==> src/rtl/tl_lamp_if.sv <==
// La/Lb colour-code link between the traffic light controller and the lamp driver.
// The controller side drives codes and the fault clear; the driver side returns lamps and fault status.
interface tl_lamp_if;
  logic [1:0] La;
  logic [1:0] Lb;
  logic       clr_fault;
  logic [3:0] lamp_a;
  logic [3:0] lamp_b;
  logic       fault;
  logic [2:0] fault_code;

  modport master (
    output La, Lb, clr_fault,
    input  lamp_a, lamp_b, fault, fault_code
  );

  modport slave (
    input  La, Lb, clr_fault,
    output lamp_a, lamp_b, fault, fault_code
  );
endinterface

==> src/rtl/tl_lamp_driver.sv <==
// Lamp driver for the left-turn traffic light: decodes La/Lb colour codes into lamp drives,
// watches the code stream for unsafe sequences and flashes red on both heads after a violation.
module tl_lamp_driver #(
  parameter int unsigned MIN_YELLOW = 3,
  parameter int unsigned BLINK_HALF = 4
) (
  input  logic     clk,
  input  logic     reset_n,
  tl_lamp_if.slave bus
);

  localparam int unsigned YW = $clog2(MIN_YELLOW + 1);
  localparam int unsigned BW = $clog2(2 * BLINK_HALF);
  localparam logic [YW-1:0] Y_MIN      = YW'(MIN_YELLOW);
  localparam logic [BW-1:0] BLINK_ON   = BW'(BLINK_HALF);
  localparam logic [BW-1:0] BLINK_LAST = BW'(2 * BLINK_HALF - 1);

  typedef enum logic [1:0] {
    GREEN  = 2'b00,
    YELLOW = 2'b01,
    LEFT   = 2'b10,
    RED    = 2'b11
  } code_t;

  typedef enum logic [1:0] {
    S_INIT   = 2'd0,
    S_NORMAL = 2'd1,
    S_FAULT  = 2'd2
  } state_t;

  typedef enum logic [2:0] {
    F_NONE      = 3'd0,
    F_CONFLICT  = 3'd1,
    F_ILLEGAL_A = 3'd2,
    F_ILLEGAL_B = 3'd3,
    F_SHORT_A   = 3'd4,
    F_SHORT_B   = 3'd5
  } fault_t;

  state_t        state, state_n;
  code_t         la_q, la_prev, lb_q, lb_prev;
  logic [YW-1:0] ycnt_a, ycnt_b;
  logic [BW-1:0] blink_cnt, blink_n, blink_inc;
  logic          init_cnt, init_n;
  logic [3:0]    lamp_a_r, lamp_b_r, lamp_a_n, lamp_b_n;
  fault_t        code_r, code_n, viol;
  logic          clr_y;
  logic          conflict, illegal_a, illegal_b, short_a, short_b, exit_ok;

  function automatic logic [3:0] decode(input code_t c);
    case (c)
      GREEN:   decode = 4'b0010;
      YELLOW:  decode = 4'b0100;
      LEFT:    decode = 4'b0001;
      default: decode = 4'b1000;
    endcase
  endfunction

  function automatic logic legal(input code_t p, input code_t q);
    legal = (p == q)
         || (p == GREEN  && q == YELLOW)
         || (p == YELLOW && q == LEFT)
         || (p == LEFT   && q == YELLOW)
         || (p == YELLOW && q == RED)
         || (p == RED    && q == GREEN);
  endfunction

  // Two-deep sampling pipeline; yellow counters track how long q has been YELLOW.
  always_ff @(posedge clk or negedge reset_n) begin
    if (!reset_n) begin
      la_q    <= RED;
      la_prev <= RED;
      lb_q    <= RED;
      lb_prev <= RED;
      ycnt_a  <= '0;
      ycnt_b  <= '0;
    end else begin
      la_q    <= code_t'(bus.La);
      la_prev <= la_q;
      lb_q    <= code_t'(bus.Lb);
      lb_prev <= lb_q;
      if (clr_y || la_q != YELLOW) ycnt_a <= '0;
      else if (ycnt_a != Y_MIN)    ycnt_a <= ycnt_a + YW'(1);
      if (clr_y || lb_q != YELLOW) ycnt_b <= '0;
      else if (ycnt_b != Y_MIN)    ycnt_b <= ycnt_b + YW'(1);
    end
  end

  assign conflict  = (la_q != RED) && (lb_q != RED);
  assign illegal_a = !legal(la_prev, la_q);
  assign illegal_b = !legal(lb_prev, lb_q);
  assign short_a   = (la_prev == YELLOW) && (la_q != YELLOW) && (ycnt_a < Y_MIN);
  assign short_b   = (lb_prev == YELLOW) && (lb_q != YELLOW) && (ycnt_b < Y_MIN);
  assign exit_ok   = bus.clr_fault &&
                     ((la_q == GREEN && lb_q == RED) || (la_q == RED && lb_q == GREEN));

  always_comb begin
    viol = F_NONE;
    if (conflict)       viol = F_CONFLICT;
    else if (illegal_a) viol = F_ILLEGAL_A;
    else if (illegal_b) viol = F_ILLEGAL_B;
    else if (short_a)   viol = F_SHORT_A;
    else if (short_b)   viol = F_SHORT_B;
  end

  assign blink_inc = (blink_cnt == BLINK_LAST) ? '0 : blink_cnt + BW'(1);

  always_comb begin
    state_n  = state;
    init_n   = init_cnt;
    blink_n  = blink_cnt;
    lamp_a_n = lamp_a_r;
    lamp_b_n = lamp_b_r;
    code_n   = code_r;
    clr_y    = 1'b0;
    case (state)
      S_INIT: begin
        lamp_a_n = 4'b1000;
        lamp_b_n = 4'b1000;
        if (init_cnt) state_n = S_NORMAL;
        else          init_n  = 1'b1;
      end
      S_NORMAL: begin
        // A violating code is replaced by the first flash-on frame so it never reaches a lamp.
        if (viol != F_NONE) begin
          state_n  = S_FAULT;
          code_n   = viol;
          blink_n  = '0;
          lamp_a_n = 4'b1000;
          lamp_b_n = 4'b1000;
        end else begin
          lamp_a_n = decode(la_q);
          lamp_b_n = decode(lb_q);
        end
      end
      S_FAULT: begin
        if (exit_ok) begin
          state_n  = S_NORMAL;
          code_n   = F_NONE;
          clr_y    = 1'b1;
          lamp_a_n = decode(la_q);
          lamp_b_n = decode(lb_q);
        end else begin
          blink_n  = blink_inc;
          lamp_a_n = {(blink_inc < BLINK_ON), 3'b000};
          lamp_b_n = {(blink_inc < BLINK_ON), 3'b000};
        end
      end
      default: state_n = S_INIT;
    endcase
  end

  always_ff @(posedge clk or negedge reset_n) begin
    if (!reset_n) begin
      state     <= S_INIT;
      init_cnt  <= 1'b0;
      blink_cnt <= '0;
      lamp_a_r  <= 4'b1000;
      lamp_b_r  <= 4'b1000;
      code_r    <= F_NONE;
    end else begin
      state     <= state_n;
      init_cnt  <= init_n;
      blink_cnt <= blink_n;
      lamp_a_r  <= lamp_a_n;
      lamp_b_r  <= lamp_b_n;
      code_r    <= code_n;
    end
  end

  assign bus.lamp_a     = lamp_a_r;
  assign bus.lamp_b     = lamp_b_r;
  assign bus.fault      = (state == S_FAULT);
  assign bus.fault_code = code_r;

endmodule

==> src/flat_wrapper.sv <==
// flat-port wrapper written by rule: the top's interface ports become plain ports
module tl_lamp_driver_flat 
#(
  parameter int unsigned MIN_YELLOW = 3,
  parameter int unsigned BLINK_HALF = 4
)
  (clk, reset_n, bus_La, bus_Lb, bus_clr_fault, bus_lamp_a, bus_lamp_b, bus_fault, bus_fault_code);
  tl_lamp_if bus_i ();
  input  logic clk;
  input  logic reset_n;
  input wire logic [$bits(bus_i.La)-1:0] bus_La;
  input wire logic [$bits(bus_i.Lb)-1:0] bus_Lb;
  input wire logic [$bits(bus_i.clr_fault)-1:0] bus_clr_fault;
  output wire logic [$bits(bus_i.lamp_a)-1:0] bus_lamp_a;
  output wire logic [$bits(bus_i.lamp_b)-1:0] bus_lamp_b;
  output wire logic [$bits(bus_i.fault)-1:0] bus_fault;
  output wire logic [$bits(bus_i.fault_code)-1:0] bus_fault_code;
  assign bus_i.La = bus_La;
  assign bus_i.Lb = bus_Lb;
  assign bus_i.clr_fault = bus_clr_fault;
  assign bus_lamp_a = bus_i.lamp_a;
  assign bus_lamp_b = bus_i.lamp_b;
  assign bus_fault = bus_i.fault;
  assign bus_fault_code = bus_i.fault_code;
  tl_lamp_driver #(.MIN_YELLOW(MIN_YELLOW), .BLINK_HALF(BLINK_HALF)) u_core (.clk(clk), .reset_n(reset_n), .bus(bus_i));
endmodule
==> config.mk <==
export PLATFORM = sky130hd
export DESIGN_NAME = tl_lamp_driver_flat
export DESIGN_NICKNAME = d
export VERILOG_FILES = /design/src/rtl/tl_lamp_if.sv /design/src/rtl/tl_lamp_driver.sv /design/src/flat_wrapper.sv
export SDC_FILE = /design/constraint.sdc
export NUM_CORES = 1
export LEC_CHECK = 0
export ABC_AREA = 1
export BUFFER_PORTS_ARGS = -buffer_cell sky130_fd_sc_hd__buf_2
export CAP_MARGIN = 20
export CORE_UTILIZATION = 59
export CTS_BUF_LIST = sky130_fd_sc_hd__clkbuf_2 sky130_fd_sc_hd__clkbuf_4 sky130_fd_sc_hd__clkbuf_8
export CTS_CLUSTER_SIZE = 14
export DETAILED_ROUTE_END_ITERATION = 6
export PLACE_DENSITY = 0.83
export SLEW_MARGIN = 20
export SYNTH_ARGS = -nofsm -noshare
export SYNTH_HDL_FRONTEND = slang
export SYNTH_SLANG_ARGS = --single-unit
==> constraint.sdc <==
create_clock -name clk -period 1.8 [get_ports clk]
set_input_delay 0.54 -clock clk [delete_from_list [all_inputs] [get_ports clk]]
set_output_delay 0.54 -clock clk [all_outputs]
set_load 0.01 [all_outputs]
==> results.toml, run 1 <==
[run_status]
status = "finished clean"

[critical_path]
regToRegStartpoint = "u_core.lb_q[0]$_DFF_PN1_"
cp_slowest_stage_delay_ns = 0.62
reg2reg_depth = 12
path_class = "flop to flop"
critPathRequiredTime_ns = 2.03
reg2reg_setup_slack_ns = 0.03
cp-start-kind = "flop"
r2r_end = "u_core.bus.fault_code[1]$_DFFE_PN0P_"
critPathMaxFanout = 10
crit_buf_inv = 2
crit_arrival_ns = 1.99
cp_top_family = "simple AND/OR/NAND/NOR gates"
critPathSlowestCell = "dfstp_2"
crit_path_cell_trace = "inv_2, nand2_1, nand2_1, nand2_1, nand2_1, nand2_2, nand2_1, nand2_2, nand4_4, buf_12, nand4_1, nand2_1"
cpMostUsedCell = "nand2_1"
cp-end-kind = "flop"

[cells_and_area]
fin_cells = 248
layout.nets = 232
num_antenna_cells = 0
final_area_mm2 = 0.00187
synthToLayoutAreaGrowth_pct = 20.8
drive_above_1_share_pct = 31.7

[sta]
slew_viol_final = 0
tightest_slew_ns = 0.619
max_freq_mhz = 566
finalSetupViolations = 0
relSlewSlack_pct = 58.7
min_period_ns = 1.77
skew_ns = 0.00985
finalHoldViolCount = 0
rsz0062_at_grt = "yes"
finalCritPeriodShare_pct = 98.1

[drt]
drcViolationCount = 0
drtIter0Drc = 47
vias_per_cell = 5.42
vias = 1343
final_antenna_net_count = 0
drtPass1Iterations = 4
routed_wirelength_um = 3220
post_drt_wl_per_cell_um = 13.0

[die]
dieArea_mm2 = 0.00283
chipHeight_um = 53.2
die_w_um = 53.2
initial_core_util_pct = 62.5
ios = 19
rows = 18
core-area_mm2 = 0.00248

[synth]
ys_top_cells_by_area = "dfrtp_1, dfstp_2, nand2_1"
synthCells = 186
synth_seq_area_share_pct = 47.7
ys_ff_latch = 29
synth_most_common_cell = "nand2_1"
ys_warn_count = 0
synth-async-reset-ratio_pct = 100
syn_nets = 201
syn_area_mm2 = 0.00155
synth_largest_area_cell = "dfrtp_1"
synth.distinct_cells = 27
synth_edf_count = 0
synthTopCellsByCount = "nand2_1, dfrtp_1, inv_1, nor2_1, dfstp_2"
syn-mean-instance-area_um2 = 8.32
synth_ff_type = "dfrtp_1"
synth_top_cell_area_share_pct = 30.7

[cts]
numCtsBuffers = 5
clk_path_buf_depth = 2
clk_pin_slew_worst_paths_ns = 0.10
cts_max_level = 2
tritoncts = "built"
clk_latency_ns = 0.34
postCtsHoldBufs = 0
cts.root.buffer_cell = "clkbuf_4"
cts.sinks = 29

[grt]
busiest_layer = "met2"
grt_max_degree = 30
use_met1_pct = 29.5
grt_util_all_layers_pct = 25.6
grt_pass1_vias = 1218
grt_pass1_wl_um = 4930
grtUsageMet3_pct = 9.77
antenna_found_initial = 0
grt_overflow = 0
gr-usage-met2_pct = 41.5

[power]
power_density_mw_per_mm2 = 1250
ir_worst_vdd_uv = 1540
p_leak_nw = 1.01
power.total_mw = 2.34

[placed_design]
place.gp.congestion = 0.792
io_buffers = 18
place_area_mm2 = 0.00170
dp_hpwl_um = 2230
dp.cells = 236

[min_path]
hold_class = "input port to asynchronous set/reset pin"

[flow_run]
cap_violations = 0
[layer usage]
layer | vias to the layer above | wire length (um)
li1 | 658 | -
met1 | 636 | 1360
met2 | 41 | 1600
met3 | 8 | 194
met4 | 0 | 70
met5 | - | 0
[state kept, by name, summed over array words and instances (netlist names)]
register,cells
u_core.blink_cnt,3
u_core.bus.lamp_a,4
u_core.state,2
u_core.init_cnt,1
u_core.la_q,2
u_core.bus.fault_code,3
u_core.lb_prev,2
u_core.la_prev,2
u_core.ycnt_a,2
u_core.lb_q,2
u_core.bus.lamp_b,4
u_core.ycnt_b,2
[cell type report]
type | count | area (um^2)
Multi-Input combinational cell | 134 | 758
Sequential cell | 29 | 739
Fill cell | 156 | 608
Timing Repair Buffer | 27 | 170
Inverter | 20 | 75.1
Clock buffer | 6 | 51.3
Clock inverter | 2 | 37.5
Tap cell | 30 | 37.5
[stage by stage]
| stage | TNS [ns] | utilization [%] | hold slack [ns] | setup slack [ns] |
|---|---|---|---|---|
| final | 0 | 75.5 | 0.201 | 0.0341 |
| after global routing | -0.481 | 75.5 | 0.240 | -0.0757 |
| after CTS | 0 | 72.5 | 0.215 | 0.0209 |
| after detailed placement | 0 | 68.4 | 0.393 | 0.0492 |
| after global placement | 0 | 68.4 | 0.395 | 0.111 |
| after floorplan | 0 | - | 0.244 | 0.170 |
[power by group]
part / total [mW] / internal (mW) / switching [mW]
sequential: 0.855 / 0.773 / 0.0814
combinational: 0.923 / 0.360 / 0.563
clock: 0.565 / 0.330 / 0.235
total: 2.34 / 1.46 / 0.880
[worst max path at each step]
stage,slack [ns],cells after the start,endpoint,startpoint
finish,0.03,12,u_core.bus.fault_code[1]$_DFFE_PN0P_,u_core.lb_q[0]$_DFF_PN1_
global route,-0.08,13,u_core.state[0]$_DFFE_PN0P_,u_core.lb_q[0]$_DFF_PN1_
CTS,0.02,3,bus_fault,u_core.state[0]$_DFFE_PN0P_
detailed placement,0.05,12,u_core.bus.lamp_b[1]$_DFFE_PN0P_,u_core.la_q[0]$_DFF_PN1_
global placement,0.11,10,u_core.bus.fault_code[1]$_DFFE_PN0P_,u_core.ycnt_b[0]$_DFFE_PN0P_
floorplan,0.17,10,u_core.state[0]$_DFFE_PN0P_,u_core.ycnt_b[0]$_DFFE_PN0P_
[layout by cell type, fill, tap and decap left out, types with 2 or more instances in the layout]
master and count:
a21oi_1 6, buf_2 18, buf_4 8, clkbuf_4 5, dfrtp_1 18, dfstp_2 10, ha_1 6, inv_1 17
inv_2 3, nand2_1 57, nand2_2 8, nand2_4 2, nand3_1 9, nand3_4 2, nand4_1 8, nor2_1 18
nor3_1 4, xor2_1 2
[cells by family after synthesis]
| kind of cell | share of synthesized area [%] |
|---|---|
| flops | 47.7 |
| buf+inv | 6.79 |
| fa+ha+maj | 6.47 |
| simple gates | 33.7 |
| compound gates | 4.20 |
| xor+xnor | 1.13 |
[worst reg2reg max path: cells and delay by family, from the launching register on]
kind / cells / cell delay, ns
AND/OR/NAND/NOR: 10 / 0.81
buffers and inverters: 2 / 0.23
flip-flops: 1 / 0.62
[timing repair]
item	CTS	global route
endpoints found under the setup margin	1	15
buffers inserted	0	4
pin swaps	0	1
gates resized for setup	3	12
(Power assumes the default switching activity.)
==> run 2, diff against run 1 <==
--- a/config.mk
+++ b/config.mk
@@ -5,14 +5,16 @@
 export SDC_FILE = /design/constraint.sdc
 export NUM_CORES = 1
 export LEC_CHECK = 0
-export ABC_AREA = 1
+export ABC_AREA = 0
 export BUFFER_PORTS_ARGS = -buffer_cell sky130_fd_sc_hd__buf_2
 export CAP_MARGIN = 20
-export CORE_UTILIZATION = 59
+export CELL_PAD_IN_SITES_DETAIL_PLACEMENT = 1
+export CELL_PAD_IN_SITES_GLOBAL_PLACEMENT = 2
+export CORE_UTILIZATION = 39
 export CTS_BUF_LIST = sky130_fd_sc_hd__clkbuf_2 sky130_fd_sc_hd__clkbuf_4 sky130_fd_sc_hd__clkbuf_8
 export CTS_CLUSTER_SIZE = 14
 export DETAILED_ROUTE_END_ITERATION = 6
-export PLACE_DENSITY = 0.83
+export PLACE_DENSITY = 0.84
 export SLEW_MARGIN = 20
 export SYNTH_ARGS = -nofsm -noshare
 export SYNTH_HDL_FRONTEND = slang
==> results.toml, run 2 <==
[sta]
min_period_ns = 2.02
finalCritPeriodShare_pct = 112
finalHoldViolCount = 0
relSlewSlack_pct = 56.0
whs_ns = 0.277
tightest_slew_ns = 0.660
slew_viol_final = 0
max_freq_mhz = 495
rsz0062_at_grt = "yes"
finalSetupViolations = 16
fin_setup_tns_ns = -1.49
skew_ns = 0.00959
worst_slack_ns = -0.219

[die]
ios = 19
die_w_um = 64.2
core-area_mm2 = 0.00369
chipHeight_um = 64.2
initial_core_util_pct = 40.9
dieArea_mm2 = 0.00412
rows = 22

[critical_path]
critPathRequiredTime_ns = 1.96
crit_arrival_ns = 2.18
reg2reg_depth = 6
cp-end-kind = "flop"
r2r_end = "u_core.blink_cnt[2]$_DFFE_PN0P_"
critPathMaxFanout = 6
cp-start-kind = "flop"
regToRegStartpoint = "u_core.lb_q[0]$_DFF_PN1_"
path_class = "flop to flop"
reg2reg_setup_slack_ns = -0.22

[drt]
routed_wirelength_um = 4290
drcViolationCount = 0
vias_per_cell = 5.32
vias = 1282
final_antenna_net_count = 0
drtIter0Drc = 65
post_drt_wl_per_cell_um = 17.8
drtPass1Iterations = 4

[power]
ir_worst_vdd_uv = 698
intPower_mw = 1.85
power.total_mw = 2.79
clockPowerShare_pct = 29.2
p_sw_share_pct = 33.8
power_density_mw_per_mm2 = 1300
p_sw_uw = 944
p_leak_nw = 1.03
p_comb_share_pct = 39.8
p_seq_share_pct = 31.0

[cells_and_area]
seqCellArea_um2 = 738
final_area_mm2 = 0.00215
drive_above_1_share_pct = 50.8
fillers = 414
layout.nets = 207
final_common_cell = "buf_4"
multi_input_area_um2 = 866
synthToLayoutAreaGrowth_pct = 42.8
finish.utilization_pct = 58.4
num_antenna_cells = 0
fin_cells = 241
final_cell_mix = "buf_4, dfrtp_1, buf_2"

[grt]
grt_pass1_vias = 1367
grt_util_all_layers_pct = 22.2
grt_pass1_wl_um = 6750
grt_overflow = 0
antenna_found_initial = 0
grt_max_degree = 30

[synth]
syn_area_mm2 = 0.00151
synth.distinct_cells = 49
ys_top_cells_by_area = "dfrtp_1, dfstp_2, ha_1"
ys_warn_count = 0
synth_edf_count = 0
synth_largest_area_cell = "dfrtp_1"
synth-async-reset-ratio_pct = 100
synth_seq_area_share_pct = 48.9
syn_nets = 155
synth_most_common_cell = "dfrtp_1"
synthCells = 140
synthTopCellsByCount = "dfrtp_1, nand2_1, dfstp_2, nor2_1, o21ai_0"
synth_top_cell_area_share_pct = 31.5
syn-mean-instance-area_um2 = 10.8
ys_ff_latch = 29
synth_ff_type = "dfrtp_1"

[cts]
cts_max_level = 2
postCtsHoldBufs = 0
clk_path_buf_depth = 2
clk_pin_slew_worst_paths_ns = 0.07
clk_latency_ns = 0.29
numCtsBuffers = 5
tritoncts = "built"
cts.root.buffer_cell = "clkbuf_8"
cts.sinks = 29

[placed_design]
dp.cells = 226
dp_slack_ns = -0.178
place.gp.congestion = 0.747
io_buffers = 18
place_area_mm2 = 0.00182
dp_hpwl_um = 2800

[run_status]
status = "complete, but fails checks"
violations = "setup timing"

[min_path]
hold_class = "input port to asynchronous set/reset pin"

[flow_run]
cap_violations = 0
[run 2: how the worst max path moves through the flow]
stage,start,to,cells after the start
6_report,u_core.lb_q[0]$_DFF_PN1_,u_core.blink_cnt[2]$_DFFE_PN0P_,6
2_1_floorplan,u_core.lb_q[1]$_DFF_PN1_,u_core.bus.fault_code[2]$_DFFE_PN0P_,6
4_1_cts,u_core.lb_q[0]$_DFF_PN1_,u_core.bus.fault_code[2]$_DFFE_PN0P_,6
3_5_place_dp,u_core.lb_q[0]$_DFF_PN1_,u_core.blink_cnt[0]$_DFFE_PN0P_,6
3_3_place_gp,u_core.lb_q[0]$_DFF_PN1_,u_core.bus.fault_code[2]$_DFFE_PN0P_,6
5_1_grt,u_core.lb_q[0]$_DFF_PN1_,u_core.blink_cnt[2]$_DFFE_PN0P_,6
[run 2: power by group through the flow]
| stage | Sequential, mW | Clock (mW) | Combinational [mW] |
|---|---|---|---|
| 4_1_cts | 0.862 | 0.827 | 1.03 |
| 2_1_floorplan | 0.873 | 0 | 0.564 |
| 3_5_place_dp | 0.869 | 0 | 0.909 |
| 3_3_place_gp | 0.853 | 0 | 0.861 |
| 5_1_grt | 0.876 | 0.852 | 1.20 |
| 6_report | 0.865 | 0.816 | 1.11 |
[run 2: cells by family (layout without fill, tap and decap cells)]
family | after synthesis | in the layout | share of synthesized area [%]
AND/OR/NAND/NOR | 55 | 55 | 22.3
AO/OA/AOI/OAI | 29 | 29 | 13.2
flip-flops | 29 | 29 | 48.9
buffers and inverters | 10 | 63 | 2.82
adder cells (fa/ha/maj) | 8 | 8 | 6.63
multiplexers | 5 | 5 | 3.81
XOR/XNOR | 4 | 4 | 2.32
[run 2: routing by layer]
metal,track usage (%),vias up,wire (um),share of wire [%]
met3,4.82,11,103,2.4
met2,39.4,20,2310,54
met5,0,-,0,0
met1,25.7,653,1740,41
met4,9.17,0,129,3.0
li1,-,598,-,-
[run 2: repair_timing]
| item | in CTS | in global routing |
|---|---|---|
| setup endpoints to repair | 17 | 17 |
| setup buffers | 4 | 3 |
| endpoints found under the hold margin | 0 | 0 |
| pin swaps | 4 | 4 |
| gates resized for setup | 14 | 22 |
[run 2: area by class of cell]
cell class | count | area share (%)
inverters | 6 | 1.05
well taps | 48 | 2.79
multi-input cells | 101 | 40.2
clock buffers | 5 | 3.19
clock inverters | 3 | 3.02
repair buffers | 49 | 15.5
flip-flops and latches | 29 | 34.3
[run 2: critical path, stage by stage (launching register included)]
cell and delay, ns:
dfstp_2 0.57, and3b_1 0.19, o21a_1 0.19, nor3_4 0.22, nand4_4 0.19, a32o_2 0.33, a22o_1 0.21
